$ cat config.mk
export PLATFORM = sky130hd
export DESIGN_NAME = ex_operand_stage
export DESIGN_NICKNAME = d
export VERILOG_FILES = /design/src/rtl/ex_operand_stage.sv
export SDC_FILE = /design/constraint.sdc
export NUM_CORES = 1
export LEC_CHECK = 0
export BUFFER_PORTS_ARGS = -buffer_cell sky130_fd_sc_hd__buf_2
export CAP_MARGIN = 20
export CORE_AREA = 2 2 125 127
export CTS_CLUSTER_DIAMETER = 200
export DETAILED_ROUTE_END_ITERATION = 10
export DIE_AREA = 0 0 127 129
export PLACE_DENSITY = 0.77
export REMOVE_ABC_BUFFERS = 1
export SLEW_MARGIN = 20
export SYNTH_ARGS = -nofsm -noshare
export SYNTH_HDL_FRONTEND = slang
export SYNTH_SLANG_ARGS = --single-unit
export TNS_END_PERCENT = 50
$ cat constraint.sdc
create_clock -name clk -period 5.25 [get_ports clk]
set_clock_uncertainty 0.1 [all_clocks]
set_input_delay 0.2625 -clock clk [delete_from_list [all_inputs] [get_ports clk]]
set_output_delay 0.2625 -clock clk [all_outputs]
set_load 0.02 [all_outputs]
$ cat src/rtl/ex_operand_stage.sv
`default_nettype none
// ============================================================================
//  Module   : ex_operand_stage
//  Purpose  : Pipeline register between decode / register-file read and the
//             combinational ALU. Resolves EX/MEM and MEM/WB operand
//             forwarding at capture time, selects immediate vs. rs2 for
//             operand2, and holds one instruction under a valid/ready
//             handshake with flush support.
//  Ports    : clk, rst_n            - clock, async active-low reset
//             in_valid / in_ready   - upstream handshake
//             in_*                  - decoded instruction payload
//             flush                 - drop held instruction, block capture
//             fwd_exmem_*, fwd_memwb_* - forwarding sources
//             out_valid / out_ready - downstream handshake
//             operand1, operand2, ALUControl, funct3, funct7,
//             store_data, rd, reg_write - registered ALU-side payload
//  Revision : 1.0 - initial release
// ============================================================================
module ex_operand_stage #(
    parameter int XLEN       = 32,
    parameter int REG_ADDR_W = 5
) (
    input  logic                  clk,
    input  logic                  rst_n,

    input  logic                  in_valid,
    output logic                  in_ready,
    input  logic [REG_ADDR_W-1:0] in_rs1_addr,
    input  logic [REG_ADDR_W-1:0] in_rs2_addr,
    input  logic [XLEN-1:0]       in_rs1_data,
    input  logic [XLEN-1:0]       in_rs2_data,
    input  logic [XLEN-1:0]       in_imm,
    input  logic                  in_alu_src,
    input  logic [2:0]            in_ALUControl,
    input  logic [2:0]            in_funct3,
    input  logic [6:0]            in_funct7,
    input  logic [REG_ADDR_W-1:0] in_rd,
    input  logic                  in_reg_write,

    input  logic                  flush,

    input  logic                  fwd_exmem_we,
    input  logic [REG_ADDR_W-1:0] fwd_exmem_rd,
    input  logic [XLEN-1:0]       fwd_exmem_data,
    input  logic                  fwd_memwb_we,
    input  logic [REG_ADDR_W-1:0] fwd_memwb_rd,
    input  logic [XLEN-1:0]       fwd_memwb_data,

    output logic                  out_valid,
    input  logic                  out_ready,
    output logic [XLEN-1:0]       operand1,
    output logic [XLEN-1:0]       operand2,
    output logic [2:0]            ALUControl,
    output logic [2:0]            funct3,
    output logic [6:0]            funct7,
    output logic [XLEN-1:0]       store_data,
    output logic [REG_ADDR_W-1:0] rd,
    output logic                  reg_write
);

    // ------------------------------------------------------------------
    // State
    // ------------------------------------------------------------------
    logic                  out_valid_q,  out_valid_d;
    logic [XLEN-1:0]       operand1_q,   operand1_d;
    logic [XLEN-1:0]       operand2_q,   operand2_d;
    logic [2:0]            alu_ctrl_q,   alu_ctrl_d;
    logic [2:0]            funct3_q,     funct3_d;
    logic [6:0]            funct7_q,     funct7_d;
    logic [XLEN-1:0]       store_data_q, store_data_d;
    logic [REG_ADDR_W-1:0] rd_q,         rd_d;
    logic                  reg_write_q,  reg_write_d;

    logic                  w_capture;
    logic                  w_drain;
    logic [XLEN-1:0]       w_rs1_fwd;
    logic [XLEN-1:0]       w_rs2_fwd;

    // ------------------------------------------------------------------
    // Handshake
    // ------------------------------------------------------------------
    // A stalled stage still accepts when downstream is consuming this
    // cycle, so back-to-back transfers incur no bubble.
    assign in_ready  = !flush && (!out_valid_q || out_ready);
    assign w_capture = in_valid && in_ready;
    assign w_drain   = out_valid_q && out_ready && !w_capture;

    // ------------------------------------------------------------------
    // Forwarding: EX/MEM is the younger result and wins over MEM/WB.
    // x0 is hardwired zero and must never pick up a forwarded value.
    // ------------------------------------------------------------------
    always_comb begin
        w_rs1_fwd = in_rs1_data;
        if (in_rs1_addr != '0) begin
            if (fwd_exmem_we && (fwd_exmem_rd == in_rs1_addr)) begin
                w_rs1_fwd = fwd_exmem_data;
            end else if (fwd_memwb_we && (fwd_memwb_rd == in_rs1_addr)) begin
                w_rs1_fwd = fwd_memwb_data;
            end
        end
    end

    always_comb begin
        w_rs2_fwd = in_rs2_data;
        if (in_rs2_addr != '0) begin
            if (fwd_exmem_we && (fwd_exmem_rd == in_rs2_addr)) begin
                w_rs2_fwd = fwd_exmem_data;
            end else if (fwd_memwb_we && (fwd_memwb_rd == in_rs2_addr)) begin
                w_rs2_fwd = fwd_memwb_data;
            end
        end
    end

    // ------------------------------------------------------------------
    // Next-state. Flush dominates; capture gates off when flushing via
    // in_ready. Drain and flush leave the payload untouched except for
    // reg_write so a dead instruction can never commit.
    // ------------------------------------------------------------------
    always_comb begin
        out_valid_d  = out_valid_q;
        operand1_d   = operand1_q;
        operand2_d   = operand2_q;
        alu_ctrl_d   = alu_ctrl_q;
        funct3_d     = funct3_q;
        funct7_d     = funct7_q;
        store_data_d = store_data_q;
        rd_d         = rd_q;
        reg_write_d  = reg_write_q;

        if (flush) begin
            out_valid_d = 1'b0;
            reg_write_d = 1'b0;
        end else if (w_capture) begin
            out_valid_d  = 1'b1;
            operand1_d   = w_rs1_fwd;
            operand2_d   = in_alu_src ? in_imm : w_rs2_fwd;
            alu_ctrl_d   = in_ALUControl;
            funct3_d     = in_funct3;
            funct7_d     = in_funct7;
            store_data_d = w_rs2_fwd;
            rd_d         = in_rd;
            reg_write_d  = in_reg_write;
        end else if (w_drain) begin
            out_valid_d = 1'b0;
            reg_write_d = 1'b0;
        end
    end

    always_ff @(posedge clk or negedge rst_n) begin
        if (!rst_n) begin
            out_valid_q  <= 1'b0;
            operand1_q   <= '0;
            operand2_q   <= '0;
            alu_ctrl_q   <= '0;
            funct3_q     <= '0;
            funct7_q     <= '0;
            store_data_q <= '0;
            rd_q         <= '0;
            reg_write_q  <= 1'b0;
        end else begin
            out_valid_q  <= out_valid_d;
            operand1_q   <= operand1_d;
            operand2_q   <= operand2_d;
            alu_ctrl_q   <= alu_ctrl_d;
            funct3_q     <= funct3_d;
            funct7_q     <= funct7_d;
            store_data_q <= store_data_d;
            rd_q         <= rd_d;
            reg_write_q  <= reg_write_d;
        end
    end

    // ------------------------------------------------------------------
    // Outputs
    // ------------------------------------------------------------------
    assign out_valid  = out_valid_q;
    assign operand1   = operand1_q;
    assign operand2   = operand2_q;
    assign ALUControl = alu_ctrl_q;
    assign funct3     = funct3_q;
    assign funct7     = funct7_q;
    assign store_data = store_data_q;
    assign rd         = rd_q;
    assign reg_write  = reg_write_q && out_valid_q;

endmodule
`default_nettype wire

Yosys cells after proc, flatten, opt, wreduce, memory -nomap -nowiden:

Index checks and enable logic that the tools add are counted.

* register bits after elaboration: 116
* bits in latches: 0
* memory bits (writable): 0
* bits in read-only memories: 0
* output and inout port bits: 117
* memories kept: 0

* add/subtract/negate cells: 0
* multipliers: 0
* div/mod/pow operators: 0
* magnitude comparators: 0
* equal/unequal tests: 4
* shift operators: 0
* mux-type cells: 12
* bitwise gates (word level): 1
* reductions and logical operators: 17

Operator list (count)
* $mux W32: 7
* $eq A5 B5 Y1: 4
* $reduce_bool A5 Y1: 2
* $logic_and A1 B1 Y1: 9
* $mux W1: 5
* $logic_not A1 Y1: 3
* $reduce_bool A3 Y1: 1
* $reduce_and A2 Y1: 1
* $logic_or A1 B1 Y1: 1
* $not A1 Y1: 1

Logic depth before layout (Yosys ltp):

Gate-level depths: netlist (run 1).

* depth in word-level cells: 9
* gate-level depth with buffers: 8
* depth with buffers taken out: 6

Worst setup path after synthesis (run 1):

Ideal clock, no wire load.

* kind: register to register
* from: register out_valid_q (netlist: out_valid)
* to: register alu_ctrl_q[0] (netlist: ALUControl[0])
* data arrival time: 2.026 ns
* path slack: 3.059 ns
* cell stages (with the launch flop): 9
* buffers on the path: 3
* clock period less this slack: 2.191 ns
* cell sequence: dfrtp_1 nor2b_1 nor2_1 and2_1 clkbuf_1 clkbuf_1 buf_1 nand2_1 nand2_1

* cells in the longest elaborated chain, start to end: 5

Ends and longest elaborated chain
* from (decl): RTL line 64 `logic out_valid_q, out_valid_d;`
* from (signal assigned): RTL line 161 `out_valid_q <= out_valid_d;`
* $logic_not A1 Y1: RTL line 84 `assign in_ready = !flush && (!out_valid_q || out_ready);`
* $logic_or A1 B1 Y1: RTL line 84
* $logic_and A1 B1 Y1: RTL line 84
* via in_ready: RTL line 27 `output logic in_ready,`
* $logic_and A1 B1 Y1: RTL line 85 `assign w_capture = in_valid && in_ready;`
* $reduce_and A2 Y1 (no line)
* to (signal assigned): RTL line 164 `alu_ctrl_q <= alu_ctrl_d;`
* to (decl): RTL line 67 `logic [2:0] alu_ctrl_q, alu_ctrl_d;`

The timed path passes the listed nets, and every way through them passes these cells.
A chain may end at the register's enable or synchronous reset.

Final worst setup path (run 1):

* from: input fwd_exmem_rd[0]
* to: register operand1_q[8] (netlist: operand1[8])

* cells in the longest elaborated chain, start to end: 4

Ends and longest elaborated chain
* from (decl): RTL line 43 `input logic [REG_ADDR_W-1:0] fwd_exmem_rd,`
* $eq A5 B5 Y1: RTL line 95 `if (fwd_exmem_we && (fwd_exmem_rd == in_rs1_addr)) begin`
* $logic_and A1 B1 Y1: RTL line 95
* $mux W32: RTL line 95
* $mux W32: RTL line 94 `if (in_rs1_addr != '0) begin`
* to (signal assigned): RTL line 162 `operand1_q <= operand1_d;`
* to (decl): RTL line 65 `logic [XLEN-1:0] operand1_q, operand1_d;`

No other way between the ends.

==> results.ini, run 1 <==
[run_status]
status=finished, final reports clean

[placement]
dp.cells=1131
place_ws_ns=2.42
dpl_cell_area_sq_um=7810
dpl.hpwl_um=14400
place_congestion=0.855
port_buffers=323

[setup_path]
timing.rr.start=out_valid$_DFFE_PN0P_
cp-end-kind=flop
critPathKind=primary input to flop
cp_max_fo=35
crit_end=operand1[8]$_DFFE_PN0P_
cp.arrival_ns=2.62
reg2reg_depth=8
required_ns=5.43
ff2ff_setup_slack_ns=2.83
crit_start=fwd_exmem_rd[0]
timing.rr.end=operand1[2]$_DFFE_PN0P_
start_kind=primary input

[power]
leakage_nw=4.58
power.density_nw_per_um2=350
p_total_mw=3.14
peakVddDrop_uv=245

[synthesis]
synth_cells=666
yosysWarnings=0
syn_area_per_cell_sq_um=9.15
seq_area_frac_synth=0.476
syn_area_sq_um=6100
synthArstFlopShare=1.00
ys.flop_type=dfrtp_1
synth-edff-count=0
ys_types=33
ys_seq_elements=116

[sta]
worst_pin_slew_ns=1.13
fin_crit_ns=2.44
fin_ws_ns=2.81
slew_violations=0
finalSetupViolCount=0
setup_tns_ns=0
max_slew_margin=0.247
rsz0062_at_grt=false
hold_slack_ns=0.0714
hold_violations=0
fmax_ghz=0.410
period_share=0.465

[grt]
grt.overflow.total=0
grt_pass1_wl_um=33400
grt_usage=0.260
grt_max_degree=114
grt_antenna_before_repair=0
grt_pass1_vias=6448

[clock_tree]
cts_sinks=116
cts_buffers=17
path_clk_slew_ns=0.06
clockRootBuffer=clkbuf_16
cts_buffer_depth=2
htreeDepth=4
cts_resized=0
clk_latency_ns=0.41
cts_tree=yes

[floorplan]
initial_core_util=0.407
die-area_sq_um=16400
core_sq_um=15000
rows=45
fp.dieH_um=129
die_w_um=127
io-pin-count=324

[route]
num_vias=6583
drtAntennaViolNets=0
drcViolationCount=0
first_pass_iters=5
drt_iter0_drc=494
via_per_inst=5.42
wire_per_inst_um=17.8
routed_wl_um=21700

[run]
drv_cap=0

[finish]
final_area_sq_um=8970
fin_cells=1215
area_growth_pct=47.2
antenna_cells=0
num-fill-cells=1295
finish.utilization=0.599
layout-drive-gt1-share=0.361
finalNetCount=1221

[worst_hold_path]
min_from=out_ready
hold_path_class=primary input to flop

[placed cells by master, fill, tap and decap left out, types with 2 or more instances in the layout]
master and instances:
dfrtp_1 116, nor3_1 35, inv_1 3, and3_1 33
clkbuf_16 17, dlygate4sd3_1 52, bufinv_16 4, mux2i_1 32
inv_6 2, a221o_1 31, nor4_1 3, o31ai_1 64
xnor2_1 5, nor2b_1 2, a21oi_1 32, nand2b_1 2
xor2_1 12, clkinv_2 2, o21a_1 33, nor2_1 101
buf_4 8, nand2_1 90, clkinvlp_4 2, buf_2 322
clkbuf_8 3
[cells in the mapped netlist, drive strengths merged, types with 4 or more instances]
master    n  share of area
a21oi    32          0.026
mux2i    32          0.053
a221o    31          0.051
o31ai    64          0.079
o21a     33          0.041
clkbuf   36          0.022
buf      18          0.018
nor2    102          0.063
dfrtp   116           0.48
nand2    91          0.056
nor3     35          0.029
inv       4         0.0025
xnor2     5         0.0072
and3     34          0.035
xor2     12          0.017
[kinds of logic after synthesis]
family,Yosys count,share of synthesized area
buffers and inverters,58,0.0423
flip-flops,116,0.476
XOR/XNOR,17,0.0244
AND/OR/NAND/NOR,276,0.197
AO/OA/AOI/OAI,167,0.208
multiplexers,32,0.0525
[state kept, by name, summed over array words and instances (netlist names)]
register	cells
operand1	32
operand2	32
store_data	32
funct7	7
rd	5
ALUControl	3
funct3	3
out_valid	1
reg_write_q	1
[power breakdown]
| group | total (mW) | switching (mW) | leakage [nW] | internal [mW] |
|---|---|---|---|---|
| Sequential | 1.12 | 0.0807 | 1.44 | 1.04 |
| Combinational | 0.762 | 0.461 | 2.83 | 0.300 |
| Clock | 1.26 | 0.422 | 0.310 | 0.834 |
[area by class of cell]
type	instances	area, sq um	share of cell area
sequential	116	2900	0.323
clock buffer	21	470	0.0524
timing repair buffer	383	2210	0.246
clock inverter	11	171	0.0191
tap	188	235	0.0262
multi-input combinational	492	2970	0.331
inverter	4	15.0	0.00167
[repair_timing]
item / 4_1_cts / 5_1_grt
setup buffers: 0 / 0
setup endpoints to repair: 0 / 0
hold endpoints to repair: 121 / 0
hold buffers: 52 / 0
[worst max-delay path: stages]
cell,delay [ns]
buf_2,0.12
xor2_1,0.15
nor4_1,0.28
and3_2,0.95
o21a_1,0.31
nor2_4,0.17
a221o_1,0.36
[worst min-delay path by stage]
stage	endpoint	slack, ns	cells after the start
after floorplan	ALUControl[0]$_DFFE_PN0P_	-0.13	0
after global placement	reg_write_q$_DFFE_PN0P_	0.34	1
after detailed placement	reg_write_q$_DFFE_PN0P_	0.34	1
after CTS	out_valid$_DFFE_PN0P_	0.05	4
after global routing	operand2[4]$_DFFE_PN0P_	0.08	4
final	out_valid$_DFFE_PN0P_	0.07	4
[per-layer routing]
| layer | wire, um | vias up | GRT usage | share of wire |
|---|---|---|---|---|
| met3 | 1710 | 62 | 0.0595 | 0.079 |
| met2 | 10800 | 349 | 0.445 | 0.50 |
| met5 | 0 | - | 0 | 0 |
| li1 | - | 3092 | - | - |
| met1 | 8470 | 3080 | 0.314 | 0.39 |
| met4 | 715 | 0 | 0.122 | 0.033 |
(Power assumes the default switching activity.)
==> run 2, diff against run 1 <==
--- a/config.mk
+++ b/config.mk
@@ -7,11 +7,11 @@
 export LEC_CHECK = 0
 export BUFFER_PORTS_ARGS = -buffer_cell sky130_fd_sc_hd__buf_2
 export CAP_MARGIN = 20
-export CORE_AREA = 2 2 125 127
+export CORE_MARGIN = 2
+export CORE_UTILIZATION = 41
 export CTS_CLUSTER_DIAMETER = 200
 export DETAILED_ROUTE_END_ITERATION = 10
-export DIE_AREA = 0 0 127 129
-export PLACE_DENSITY = 0.77
+export PLACE_DENSITY = 0.81
 export REMOVE_ABC_BUFFERS = 1
 export SLEW_MARGIN = 20
 export SYNTH_ARGS = -nofsm -noshare
==> constraint.sdc (replaced) <==
create_clock -name clk -period 2.2 [get_ports clk]
set_clock_uncertainty 0.1 [all_clocks]
set_input_delay 0.11 -clock clk [delete_from_list [all_inputs] [get_ports clk]]
set_output_delay 0.11 -clock clk [all_outputs]
set_load 0.02 [all_outputs]
==> results.ini, run 2 (synthesis results as in run 1) <==
[finish]
multi_input_area_sq_um=2970
seq_area_sq_um=2900
area_growth_pct=68.1
final_cell_mix=322 x buf_2, 170 x dlygate4sd3_1, 116 x dfrtp_1
finalNetCount=1353
final_area_sq_um=10200
final_common_cell=buf_2
num-fill-cells=985
layout-drive-gt1-share=0.332

[sta]
slew_violations=0
fmax_ghz=0.476
worst_pin_slew_ns=0.925
fin_crit_ns=2.10
rsz0062_at_grt=false
setup_tns_ns=0
period_share=0.954
finalSetupViolCount=0
hold_violations=0
max_slew_margin=0.383
fin_ws_ns=0.101

[placement]
place_ws_ns=0.0528
dpl_cell_area_sq_um=7970
port_buffers=323
place_congestion=0.961
dpl.hpwl_um=16000

[grt]
grt_usage=0.346
grt_max_degree=150
grt.overflow.total=0
grt_pass1_wl_um=42900
grt_antenna_before_repair=2
grt_pass1_vias=8139

[clock_tree]
htreeDepth=4
clockRootBuffer=clkbuf_16
clk_latency_ns=0.42
cts_sinks=116
cts_buffer_depth=2
cts_setup_buffers=0
cts_buffers=17
path_clk_slew_ns=0.06
cts_tree=yes

[run_status]
status=finished, final reports clean

[route]
wire_per_inst_um=20.8
drtAntennaViolNets=0
num_vias=7779
drt_iter0_drc=755
first_pass_iters=5
via_per_inst=5.78
drcViolationCount=0
routed_wl_um=28000

[floorplan]
fp.dieH_um=126
die-area_sq_um=15900
rows=44
io-pin-count=324
core_sq_um=14500
initial_core_util=0.419
die_w_um=126

[setup_path]
start_kind=primary input
cp_max_fo=16
critPathKind=primary input to flop
required_ns=2.39
cp-end-kind=flop
cp.arrival_ns=2.29

[power]
power.density_nw_per_um2=726
leakage_nw=5.11
p_total_mw=7.43
peakVddDrop_uv=515

[run]
drv_cap=0

[worst_hold_path]
hold_path_class=primary input to flop

[run 2: cell count changes in the layout (fill, tap and decap cells not counted), sizes merged]
| cell | previous run | this run |
|---|---|---|
| dlygate4sd3 | 52 | 170 |
| buf | 331 | 344 |
| bufinv | 4 | 1 |
| clkinv | 3 | 6 |
| clkinvlp | 2 | 4 |
| diode | 0 | 2 |
| clkbuf | 21 | 20 |
| inv | 6 | 5 |
| nor2 | 102 | 103 |
[run 2: metal layers]
layer / wire (um) / vias to the layer above / track usage
li1: - / 3366 / -
met1: 9910 / 3656 / 0.389
met2: 14000 / 606 / 0.599
met3: 2550 / 151 / 0.0790
met4: 1610 / 0 / 0.203
met5: 0 / - / 0
[run 2: timing repair]
| action | CTS | global route |
|---|---|---|
| gates resized for setup | 0 | 1 |
| hold buffers | 170 | 0 |
| endpoints found under the setup margin | 0 | 13 |
| hold endpoints to repair | 232 | 0 |
[run 2: critical path: stages]
cell and delay (ns):
buf_2 0.12, xor2_1 0.16, nor4_1 0.24, and3_2 0.31, buf_12 0.21, mux2i_1 0.20, dlygate4sd3_1 0.60, nor2_1 0.06
a221o_1 0.28
[run 2: final timing paths]
check,start,endpoint,slack [ns],depth (start not counted)
max,fwd_exmem_rd[0],operand1[23]$_DFFE_PN0P_,0.10,9
min,in_reg_write,reg_write_q$_DFFE_PN0P_,0.02,4
max reg2reg,out_valid$_DFFE_PN0P_,operand1[6]$_DFFE_PN0P_,0.12,5
min reg2reg,funct3[2]$_DFFE_PN0P_,funct3[2]$_DFFE_PN0P_,0.37,2
max in group asynchronous,rst_n,operand2[15]$_DFFE_PN0P_,1.24,3
min in group asynchronous,rst_n,operand2[27]$_DFFE_PN0P_,0.05,2
[run 2: layout make-up]
type / count / share of cell area
Sequential cell: 116 / 0.283
Tap cell: 184 / 0.0225
Clock inverter: 12 / 0.0104
Timing Repair Buffer: 514 / 0.347
Inverter: 4 / 0.00147
Antenna cell: 2 / 0.000488
Multi-Input combinational cell: 493 / 0.290
Clock buffer: 20 / 0.0446
[run 2: through the flow]
stage / instances / hold slack (ns) / util
4_1_cts: 1342 / 0.00827 / 0.704
2_1_floorplan: 612 / -0.286 / -
3_3_place_gp: 1140 / -0.0652 / 0.548
5_1_grt: 1345 / 0.0486 / 0.705
3_5_place_dp: 1140 / -0.0653 / 0.548
6_report: 1345 / 0.0234 / 0.705
[run 2: power breakdown]
group | switching [mW] | internal (mW) | leakage, nW
Sequential | 0.215 | 2.48 | 1.44
Clock | 1.03 | 1.61 | 0.268
Combinational | 1.22 | 0.876 | 3.41
